$ cat src/rtl/dma_pkg.sv
// Shared DMA types: descriptors, wrapper status/error, completion records and scheduler state.
package dma_pkg;

  localparam int unsigned DMA_SCHED_DESC_DEPTH = 4;
  localparam int unsigned DMA_SCHED_CMPL_DEPTH = 4;
  localparam int unsigned DMA_SCHED_TAG_W      = 4;
  // Record tag field is sized for the widest supported TAG_W; narrower tags are zero-extended.
  localparam int unsigned DMA_SCHED_TAG_MAX_W  = 8;

  typedef enum logic {
    DMA_ERR_CFG = 1'b0,
    DMA_ERR_OPE = 1'b1
  } dma_err_type_t;

  typedef enum logic {
    DMA_ERR_RD = 1'b0,
    DMA_ERR_WR = 1'b1
  } dma_err_src_t;

  typedef struct packed {
    logic [31:0] src_addr;
    logic [31:0] dst_addr;
    logic [31:0] num_bytes;
  } s_dma_desc_t;

  typedef struct packed {
    logic active;
    logic done;
  } s_dma_status_t;

  typedef struct packed {
    logic          valid;
    dma_err_type_t type_err;
    dma_err_src_t  src;
  } s_dma_error_t;

  typedef struct packed {
    logic [DMA_SCHED_TAG_MAX_W-1:0] tag;
    logic                           err;
    dma_err_type_t                  err_type;
    dma_err_src_t                   err_src;
    logic                           aborted;
  } s_dma_cmpl_t;

  typedef enum logic [2:0] {
    StIdle,
    StLaunch,
    StBusy,
    StReport,
    StFlush
  } dma_sched_st_t;

  function automatic logic [15:0] sat_inc16(input logic [15:0] v);
    return (v == 16'hFFFF) ? v : v + 16'd1;
  endfunction

endpackage

$ cat src/rtl/dma_sync_fifo.sv
// Single-clock first-word-fall-through FIFO with occupancy and free-slot counts.
module dma_sync_fifo #(
  parameter int unsigned Width = 8,
  parameter int unsigned Depth = 4
) (
  input  logic                     clk,
  input  logic                     rst,
  input  logic                     i_push,
  input  logic [Width-1:0]         i_data,
  input  logic                     i_pop,
  output logic [Width-1:0]         o_data,
  output logic                     o_empty,
  output logic                     o_full,
  output logic [$clog2(Depth):0]   o_ocup,
  output logic [$clog2(Depth):0]   o_free
);

  localparam int unsigned AddrW = $clog2(Depth);
  localparam int unsigned CntW  = AddrW + 1;

  logic [Width-1:0] r_mem [Depth];
  logic [AddrW-1:0] r_wr_ptr;
  logic [AddrW-1:0] r_rd_ptr;
  logic [CntW-1:0]  r_cnt;
  logic             w_push;
  logic             w_pop;

  assign o_empty = (r_cnt == '0);
  assign o_full  = (r_cnt == CntW'(Depth));
  assign w_push  = i_push && !o_full;
  assign w_pop   = i_pop && !o_empty;
  assign o_ocup  = r_cnt;
  assign o_free  = CntW'(Depth) - r_cnt;
  // Stale storage is never exposed: an empty FIFO presents all zeros.
  assign o_data  = o_empty ? '0 : r_mem[r_rd_ptr];

  always_ff @(posedge clk or negedge rst) begin
    if (!rst) begin
      r_wr_ptr <= '0;
      r_rd_ptr <= '0;
      r_cnt    <= '0;
    end else begin
      if (w_push) r_wr_ptr <= r_wr_ptr + AddrW'(1);
      if (w_pop)  r_rd_ptr <= r_rd_ptr + AddrW'(1);
      if (w_push && !w_pop)      r_cnt <= r_cnt + CntW'(1);
      else if (!w_push && w_pop) r_cnt <= r_cnt - CntW'(1);
    end
  end

  always_ff @(posedge clk) begin
    if (w_push) r_mem[r_wr_ptr] <= i_data;
  end

endmodule

$ cat src/rtl/dma_desc_sched.sv
// Queues DMA descriptors, launches them one at a time into the wrapper and returns tagged
// completion records; an errored transfer can flush the remaining queue as aborted records.
module dma_desc_sched
  import dma_pkg::*;
#(
  parameter int unsigned DESC_DEPTH   = DMA_SCHED_DESC_DEPTH,
  parameter int unsigned CMPL_DEPTH   = DMA_SCHED_CMPL_DEPTH,
  parameter int unsigned TAG_W        = DMA_SCHED_TAG_W,
  parameter bit          ABORT_ON_ERR = 1'b1
) (
  input  logic                        clk,
  input  logic                        rst,
  input  logic                        push_valid_i,
  input  s_dma_desc_t                 push_desc_i,
  output logic                        push_ready_o,
  output logic                        dma_go_o,
  output s_dma_desc_t                 dma_desc_o,
  input  s_dma_status_t               dma_stats_i,
  input  s_dma_error_t                dma_error_i,
  output logic                        cmpl_valid_o,
  output s_dma_cmpl_t                 cmpl_o,
  input  logic                        cmpl_ready_i,
  output logic                        busy_o,
  output logic [$clog2(DESC_DEPTH):0] pend_cnt_o,
  output logic [15:0]                 err_cnt_o
);

  dma_sched_st_t r_state;
  dma_sched_st_t w_state_nxt;

  s_dma_desc_t   w_desc_rdata;
  logic          w_desc_push;
  logic          w_desc_pop;
  logic          w_desc_empty;
  logic          w_desc_full;
  logic [$clog2(DESC_DEPTH):0] w_desc_ocup;
  logic [$clog2(DESC_DEPTH):0] w_desc_free;

  s_dma_cmpl_t   w_cmpl_wdata;
  s_dma_cmpl_t   w_cmpl_rdata;
  logic          w_cmpl_push;
  logic          w_cmpl_pop;
  logic          w_cmpl_empty;
  logic          w_cmpl_full;
  logic [$clog2(CMPL_DEPTH):0] w_cmpl_ocup;
  logic [$clog2(CMPL_DEPTH):0] w_cmpl_free;

  s_dma_desc_t   r_desc;
  logic [TAG_W-1:0] r_tag_cnt;
  logic [TAG_W-1:0] r_tag_cur;
  logic          r_err;
  dma_err_type_t r_err_type;
  dma_err_src_t  r_err_src;
  logic [15:0]   r_err_cnt;

  logic          w_hit;
  logic          w_launch;
  logic          w_flush_step;
  logic          w_unused;

  assign w_hit        = dma_error_i.valid || dma_stats_i.done;
  // Launch only with a completion slot free, so REPORT can never find the FIFO full.
  assign w_launch     = (r_state == StIdle) && !w_desc_empty && (w_cmpl_free != '0);
  assign w_flush_step = (r_state == StFlush) && !w_desc_empty && !w_cmpl_full;

  assign push_ready_o = rst && !w_desc_full && (r_state != StFlush);
  assign w_desc_push  = push_valid_i && push_ready_o;
  assign cmpl_valid_o = !w_cmpl_empty;
  assign cmpl_o       = w_cmpl_rdata;
  assign w_cmpl_pop   = cmpl_valid_o && cmpl_ready_i;
  assign busy_o       = (r_state != StIdle) || !w_desc_empty;
  assign pend_cnt_o   = w_desc_ocup;
  assign err_cnt_o    = r_err_cnt;
  assign dma_desc_o   = r_desc;
  assign w_unused     = ^{dma_stats_i.active, w_desc_free, w_cmpl_ocup};

  dma_sync_fifo #(
    .Width ($bits(s_dma_desc_t)),
    .Depth (DESC_DEPTH)
  ) u_desc_fifo (
    .clk     (clk),
    .rst     (rst),
    .i_push  (w_desc_push),
    .i_data  (push_desc_i),
    .i_pop   (w_desc_pop),
    .o_data  (w_desc_rdata),
    .o_empty (w_desc_empty),
    .o_full  (w_desc_full),
    .o_ocup  (w_desc_ocup),
    .o_free  (w_desc_free)
  );

  dma_sync_fifo #(
    .Width ($bits(s_dma_cmpl_t)),
    .Depth (CMPL_DEPTH)
  ) u_cmpl_fifo (
    .clk     (clk),
    .rst     (rst),
    .i_push  (w_cmpl_push),
    .i_data  (w_cmpl_wdata),
    .i_pop   (w_cmpl_pop),
    .o_data  (w_cmpl_rdata),
    .o_empty (w_cmpl_empty),
    .o_full  (w_cmpl_full),
    .o_ocup  (w_cmpl_ocup),
    .o_free  (w_cmpl_free)
  );

  always_ff @(posedge clk or negedge rst) begin
    if (!rst) r_state <= StIdle;
    else      r_state <= w_state_nxt;
  end

  always_comb begin
    w_state_nxt = r_state;
    unique case (r_state)
      StIdle:   if (w_launch) w_state_nxt = StLaunch;
      StLaunch: w_state_nxt = StBusy;
      StBusy:   if (w_hit) w_state_nxt = StReport;
      StReport: w_state_nxt = (r_err && ABORT_ON_ERR) ? StFlush : StIdle;
      StFlush:  if (w_desc_empty) w_state_nxt = StIdle;
      default:  w_state_nxt = StIdle;
    endcase
  end

  always_comb begin
    dma_go_o     = (r_state == StLaunch);
    w_desc_pop   = w_launch || w_flush_step;
    w_cmpl_push  = (r_state == StReport) || w_flush_step;
    w_cmpl_wdata = '0;
    if (r_state == StReport) begin
      w_cmpl_wdata.tag      = DMA_SCHED_TAG_MAX_W'(r_tag_cur);
      w_cmpl_wdata.err      = r_err;
      w_cmpl_wdata.err_type = r_err_type;
      w_cmpl_wdata.err_src  = r_err_src;
    end else if (w_flush_step) begin
      w_cmpl_wdata.tag      = DMA_SCHED_TAG_MAX_W'(r_tag_cnt);
      w_cmpl_wdata.aborted  = 1'b1;
    end
  end

  always_ff @(posedge clk or negedge rst) begin
    if (!rst) begin
      r_desc     <= '0;
      r_tag_cnt  <= '0;
      r_tag_cur  <= '0;
      r_err      <= 1'b0;
      r_err_type <= DMA_ERR_CFG;
      r_err_src  <= DMA_ERR_RD;
      r_err_cnt  <= '0;
    end else begin
      if (w_launch) begin
        r_desc    <= w_desc_rdata;
        r_tag_cur <= r_tag_cnt;
      end
      if (w_launch || w_flush_step) r_tag_cnt <= r_tag_cnt + TAG_W'(1);
      // Error wins over a coincident done.
      if ((r_state == StBusy) && w_hit) begin
        r_err      <= dma_error_i.valid;
        r_err_type <= dma_error_i.valid ? dma_error_i.type_err : DMA_ERR_CFG;
        r_err_src  <= dma_error_i.valid ? dma_error_i.src : DMA_ERR_RD;
        if (dma_error_i.valid) r_err_cnt <= sat_inc16(r_err_cnt);
      end
    end
  end

endmodule
$ cat config.mk
export PLATFORM = sky130hd
export DESIGN_NAME = dma_desc_sched
export DESIGN_NICKNAME = d
export VERILOG_FILES = /design/src/rtl/dma_pkg.sv /design/src/rtl/dma_sync_fifo.sv /design/src/rtl/dma_desc_sched.sv
export SDC_FILE = /design/constraint.sdc
export NUM_CORES = 1
export LEC_CHECK = 0
export BUFFER_PORTS_ARGS = -buffer_cell sky130_fd_sc_hd__buf_2
export CORE_MARGIN = 1
export CORE_UTILIZATION = 58
export DETAILED_ROUTE_END_ITERATION = 8
export GPL_TIMING_DRIVEN = 0
export PLACE_DENSITY = 0.83
export RECOVER_POWER = 100
export SLEW_MARGIN = 25
export SYNTH_ARGS = -nofsm -noshare
export SYNTH_HDL_FRONTEND = slang
export SYNTH_SLANG_ARGS = --single-unit
$ cat constraint.sdc
create_clock -name clk -period 4.8 [get_ports clk]
set_input_delay 0.48 -clock clk [delete_from_list [all_inputs] [get_ports clk]]
set_output_delay 0.48 -clock clk [all_outputs]
set_load 0.005 [all_outputs]
# == Word-level counts from Yosys, hierarchy flattened ==
# Memory sizes are Yosys's and may differ from the RTL's. A register that Yosys moved wholly into a read port is not among the register bits.
# Index checks and enable logic that the tools add are counted.
# totals
register_bits,44
elab_cells,98
n_memories,2
inputBits,105
mem_bits_rw,416
output_inout_bits,131
# mem_list
name,depth,width,read_ports,rd_ports_with_merged_regs,wr,line,source
u_desc_fifo.r_mem,4,96,1,1,1,dma_sync_fifo.sv:21,logic [Width-1:0] r_mem [Depth];
u_cmpl_fifo.r_mem,4,8,1,0,1,dma_sync_fifo.sv:21,
# op_classes
n_addsub,11
muxes,21
n_eq_ne,11
n_reduce_logical,39
n_bitwise,1
# op_table
op,count
3-bit 2-to-1 mux,9
1-bit logical AND,17
16-bit by 1-bit adder with 16-bit output (second input constant),1
16-bit == test (second input constant),1
3-bit case mux with 5 select lines,1
12-bit 2-to-1 mux,1
3-bit == test (second input constant),3
1-bit logical NOT,9
3-bit logical NOT,3
2-bit by 1-bit adder with 2-bit output (second input constant),4
1-bit 2-to-1 mux,8
4-bit 2-to-1 mux,2
3-bit by 1-bit adder with 3-bit output (second input constant),2
3-bit by 2-bit == test with 1-bit output (second input constant),2
3-bit AND reduction,2
3-bit nonzero test,2
3-bit by 1-bit subtractor with 3-bit output (second input constant),2
4-bit by 1-bit adder with 4-bit output (second input constant),1
1-bit logical OR,4
2-bit inequality test (second input constant),2
2-bit nonzero test,2
3-bit by 1-bit == test with 1-bit output (second input constant),1
3-bit inequality test (second input constant),1
3-bit subtractor (first input constant),1
other kinds (2),2

# == Logic depth before layout (Yosys ltp) ==
# logic_depth
ltp_word,10
depth_mapped,11
mapped_depth_nobuf,10

# == Hierarchy ==
# From an unflattened synthesis, not the netlist that was laid out.
# hier_totals
cells_unflattened,1105
area_unflattened_um2,22295.1
# by_module_without_submodules
module,area_per_inst_um2,seq_area_each_um2,instances,cells_each
dma_sync_fifo at u_desc_fifo,14913.1,11706.2,1,650
dma_desc_sched,5109.9,3153.0,1,337
dma_sync_fifo at u_cmpl_fifo,2272.2,1616.6,1,118

# == Least setup slack after synthesis ==
# OpenSTA, ideal clock, no wires.
# synth_path
path_type,reg2reg
start,register r_state[1]
end,memory u_desc_fifo.r_mem[1][0] (netlist bit) (enable)
path_slack_ns,1.157
n_path_buf,1
setup_ns,0.466
path_stages_with_launch,5
t_required_ns,4.334
synth_period_minus_slack_ns,3.643
arrival_ns,3.176
path_cell_list,dfrtp_1 -> buf_2 -> or3b_2 -> o311a_1 -> and3_1
# synth_via
elab_chain_cells,6
# synth_lines
item,line,source
from (decl),dma_desc_sched.sv:28,dma_sched_st_t r_state;
from (signal assigned),dma_desc_sched.sv:110,if (!rst) r_state <= StIdle;
from (signal assigned),dma_desc_sched.sv:111,else r_state <= w_state_nxt;
3-bit inequality test,dma_desc_sched.sv:66,assign push_ready_o = rst && !w_desc_full && (r_state != StFlush);
1-bit logical AND,dma_desc_sched.sv:66,
net push_ready_o,dma_desc_sched.sv:15,"output logic push_ready_o,"
1-bit logical AND,dma_desc_sched.sv:67,assign w_desc_push = push_valid_i && push_ready_o;
1-bit logical AND,dma_sync_fifo.sv:30,assign w_push = i_push && !o_full;
1-bit 2-to-1 mux,dma_sync_fifo.sv:51,if (w_push) r_mem[r_wr_ptr] <= i_data;
1-bit 2-to-1 mux (implied by the code),dma_sync_fifo.sv:51,
to (decl),dma_sync_fifo.sv:21,
# The timed path passes the listed nets, and every way through them passes these cells.

# == Worst setup path after layout ==
# layout_path
start,register r_state[1]
end,"register u_desc_fifo.r_cnt[1], in the netlist u_desc_fifo.o_ocup[1]"
# layout_via
elab_chain_cells,8
word_cells_on_any_way,18
cone_classes,eq/ne (2); mux (1); reduce/logical (15)
# layout_lines
item,line,source
3-bit == test / 3-bit logical NOT (equally long branches),"dma_desc_sched.sv:64, dma_desc_sched.sv:63",
1-bit logical AND (on tied branches) (2 in a row),"dma_desc_sched.sv:64, dma_desc_sched.sv:63",
1-bit logical OR,dma_desc_sched.sv:128,w_desc_pop = w_launch || w_flush_step;
1-bit logical AND,dma_sync_fifo.sv:31,assign w_pop = i_pop && !o_empty;
1-bit logical NOT,dma_sync_fifo.sv:45,if (w_push && !w_pop) r_cnt <= r_cnt + CntW'(1);
1-bit logical AND,dma_sync_fifo.sv:45,
3-bit 2-to-1 mux / 2-bit nonzero test (equally long branches),-,
to (signal assigned),dma_sync_fifo.sv:45,
to (signal assigned),dma_sync_fifo.sv:46,else if (!w_push && w_pop) r_cnt <= r_cnt - CntW'(1);
to (decl),dma_sync_fifo.sv:24,logic [CntW-1:0] r_cnt;
# Several ways; a longest one is shown, not always the timed one.
# A chain may end at the register's enable or synchronous reset.

==> run_results.csv <==
group,metric,value,unit
outcome,outcome,"completed",
synth,async_flop_share,25.2,%
setup_path,crit_arrival,4.18,ns
finish,syn_to_final_growth,16.8,%
synth,seq_area_frac_synth,76.5,%
timing,rsz0062_at_grt,"false",
global_routing,antenna_found_initial,6,
hold_path,hold_path_class,"in -> reg",
die,dieHeight,192,µm
finish,stdcell_area,24400,µm²
global_routing,grt_start_max_net_pins,83,
place,port_buffers,230,
synth,synthTopCellsByCount,"416 x edfxtp_1, 140 x dfrtp_1, 104 x mux4_2, 102 x mux2_2",
synth,synth_top_area_share,59.8,%
global_routing,grtUsageMet3,6.54,%
synth,syn_area_per_cell,21.6,µm²
global_routing,gr-total-overflow,0,
place,hpwl,25300,µm
die,start_util,58.9,%
setup_path,reg2reg_from,"r_state[1]",
setup_path,regToRegSetupSlack,1.10,ns
detailed_routing,route.vias.total,10171,
setup_path,end_kind,"register",
detailed_routing,initialDrtViolationCount,493,
global_routing,grtUsageMet1,28.8,%
detailed_routing,drt_first_pass_iters,4,
synth,ys_top_cells_by_area,"edfxtp_1 60%, dfrtp_1 17%, mux4_2 11%, mux2_2 5.5%, ha_1 0.84%",
place,place_congestion,0.790,
setup_path,crit_path_start_kind,"register",
timing,worst_slew_pin_slew,1.30,ns
synth,synth_seq_cells,556,
pwr,max-vdd-ir-drop,0.588,mV
global_routing,grt_first_pass_wirelength,62400,µm
setup_path,crit_type,"reg -> reg",
detailed_routing,detail_route.wl_per_cell,23.4,µm
synth,synthFlopType,"edfxtp_1",
synth,synth.cell_area,20900,µm²
cts,clock-sinks,556,
global_routing,busiest_layer,"met2",
cts,clk_latency,0.61,ns
detailed_routing,drcViolationCount,0,
synth,yosysWarnings,0,
cts,cts_resized,0,
setup_path,critPathMaxFanout,12,
finish,drive_above_1_share,27.6,%
die,core-area,35500,µm²
detailed_routing,drt-vias-per-instance,5.73,
synth,synth-edff-count,416,
place,placed_area,22900,µm²
pwr,p_leak,0.00849,µW
finish,nets,1386,
cts,cts_buffers,54,
cts,clockBufferDepth,3,
timing,finalMaxSlewViolations,0,
global_routing,grt_pass1_vias,10788,
timing,fin_skew,0.0239,ns
timing,hold_viol,0,
die,fp-row-count,69,
timing,hold_ws,0.111,ns
setup_path,cp.required,5.28,ns
timing,maxSlewHeadroom,12.7,%
global_routing,grtUsageTotal,23.3,%
global_routing,gr-usage-met2,39.7,%
hold_path,whs_path_depth,2,
cts,cts_tree,"done",
finish,fillers,2272,
timing,period_share,77.0,%
run,maxCapViolCount,0,
cts,cts-root-buf,"clkbuf_16",
die,die_w,192,µm
cts,cts.htree.levels,2,
timing,min_period,3.70,ns
synth,synth.most_common_cell,"edfxtp_1",
synth,syn_inst,966,
synth,synth.distinct_cells,43,
timing,fmax,270,MHz
pwr,p_total,15500,µW
place,place_inst,1669,
die,die-area,36800,µm²
setup_path,critPathLaunch,"r_state[1]",
detailed_routing,antenna_left,0,
detailed_routing,routed_wl,41600,µm
pwr,powerDensity,637,nW/µm²
timing,setup_viol,0,
synth,post-synth-top-area-cell,"edfxtp_1",
finish,finalNonFillerCells,1776,
hold_path,min_from,"dma_error_i[0]",
setup_path,rr_worst_depth,8,
die,ios,236,
cts,clk_pin_slew,0.06,ns
## per-layer routing
metal	vias to the layer above	share of wire (%)	wire [µm]
met2	302	52	21600
met3	67	7.2	2980
met1	5320	39	16100
li1	4476	-	-
met5	-	0.099	41
met4	6	2.2	897
## cell families (layout without fill, tap and decap cells)
group / after synthesis / count (layout) / synth area share (%)
flops: 556 / 556 / 76.5
compound gates: 21 / 21 / 0.724
buf+inv: 54 / 396 / 1.35
fa+ha+maj: 16 / 16 / 1.03
mux: 212 / 212 / 17.0
simple gates: 80 / 80 / 2.21
xor+xnor: 26 / 26 / 1.09
other cells: 1 / 8 / 0.0179
## area by class of cell
class	count	area, µm²	share of cell area [%]
sequential	556	16000	65.5
multi-input combinational	359	4630	19.0
clock buffer	67	1490	6.11
timing repair buffer	240	1100	4.51
tap	461	577	2.36
clock inverter	35	378	1.55
buffer	43	183	0.749
inverter	11	41.3	0.169
antenna	4	10.0	0.0410
## worst paths after layout
check,to
worst max-delay path,u_desc_fifo.o_ocup[1]
worst min-delay path,r_err_src
worst max register to register,u_desc_fifo.o_ocup[1]
worst min register to register,dma_desc_o[13]
max in group asynchronous,dma_desc_o[49]
min in group asynchronous,dma_desc_o[84]
## report_power, final
| part | internal, µW | switching [µW] |
|---|---|---|
| sequential | 6230 | 479 |
| clock | 2540 | 1790 |
| combinational | 2270 | 2230 |
| total | 11000 | 4500 |
## worst max-delay path, stage by stage (launching register included)
cell      delay, ns
dfrtp_1        0.38
clkbuf_1       0.20
or3b_2         0.53
nor3_1         1.00
nor2_1         0.38
ha_1           0.35
inv_1          0.07
fa_1           0.41
mux2_2         0.27
## per-stage QoR
step	util (%)	setup slack, ns	TNS, ns
after floorplan	-	1.16	0
after global placement	63.8	-3.64	-1387.98
after detailed placement	64.4	1.33	0
after CTS	69.7	1.41	0
after global routing	68.8	0.770	0
final	68.8	1.10	0
## cells in the final DEF (no fill, tap or decap), types with 10 or more instances in the layout
| cell | n |
|---|---|
| mux2_2 | 100 |
| clkbuf_16 | 54 |
| edfxtp_1 | 416 |
| nand3_1 | 11 |
| nor2_1 | 11 |
| ha_1 | 14 |
| clkbuf_1 | 217 |
| dfrtp_1 | 140 |
| xnor2_1 | 16 |
| inv_1 | 11 |
| xor2_1 | 10 |
| buf_2 | 45 |
| mux4_2 | 104 |
| and2_0 | 11 |
| clkinv_2 | 13 |
## state kept, by name, indices dropped and copies added, names as in the netlist
register / flops
r_state: 3
u_desc_fifo.r_wr_ptr: 2
r_err: 1
u_cmpl_fifo.r_rd_ptr: 2
u_cmpl_fifo.r_mem: 32
u_desc_fifo.r_mem: 384
err_cnt_o: 16
r_tag_cnt: 4
dma_desc_o: 96
u_desc_fifo.r_rd_ptr: 2
r_tag_cur: 4
r_err_src: 1
u_cmpl_fifo.r_wr_ptr: 2
r_err_type: 1
u_desc_fifo.o_ocup: 3
u_cmpl_fifo.o_ocup: 3
## repair_timing
action / CTS / global route
buffers inserted: 0 / 0
hold endpoints to repair: 59 / 0
hold buffers: 1 / 0
Power figures use the tool's default switching activity.
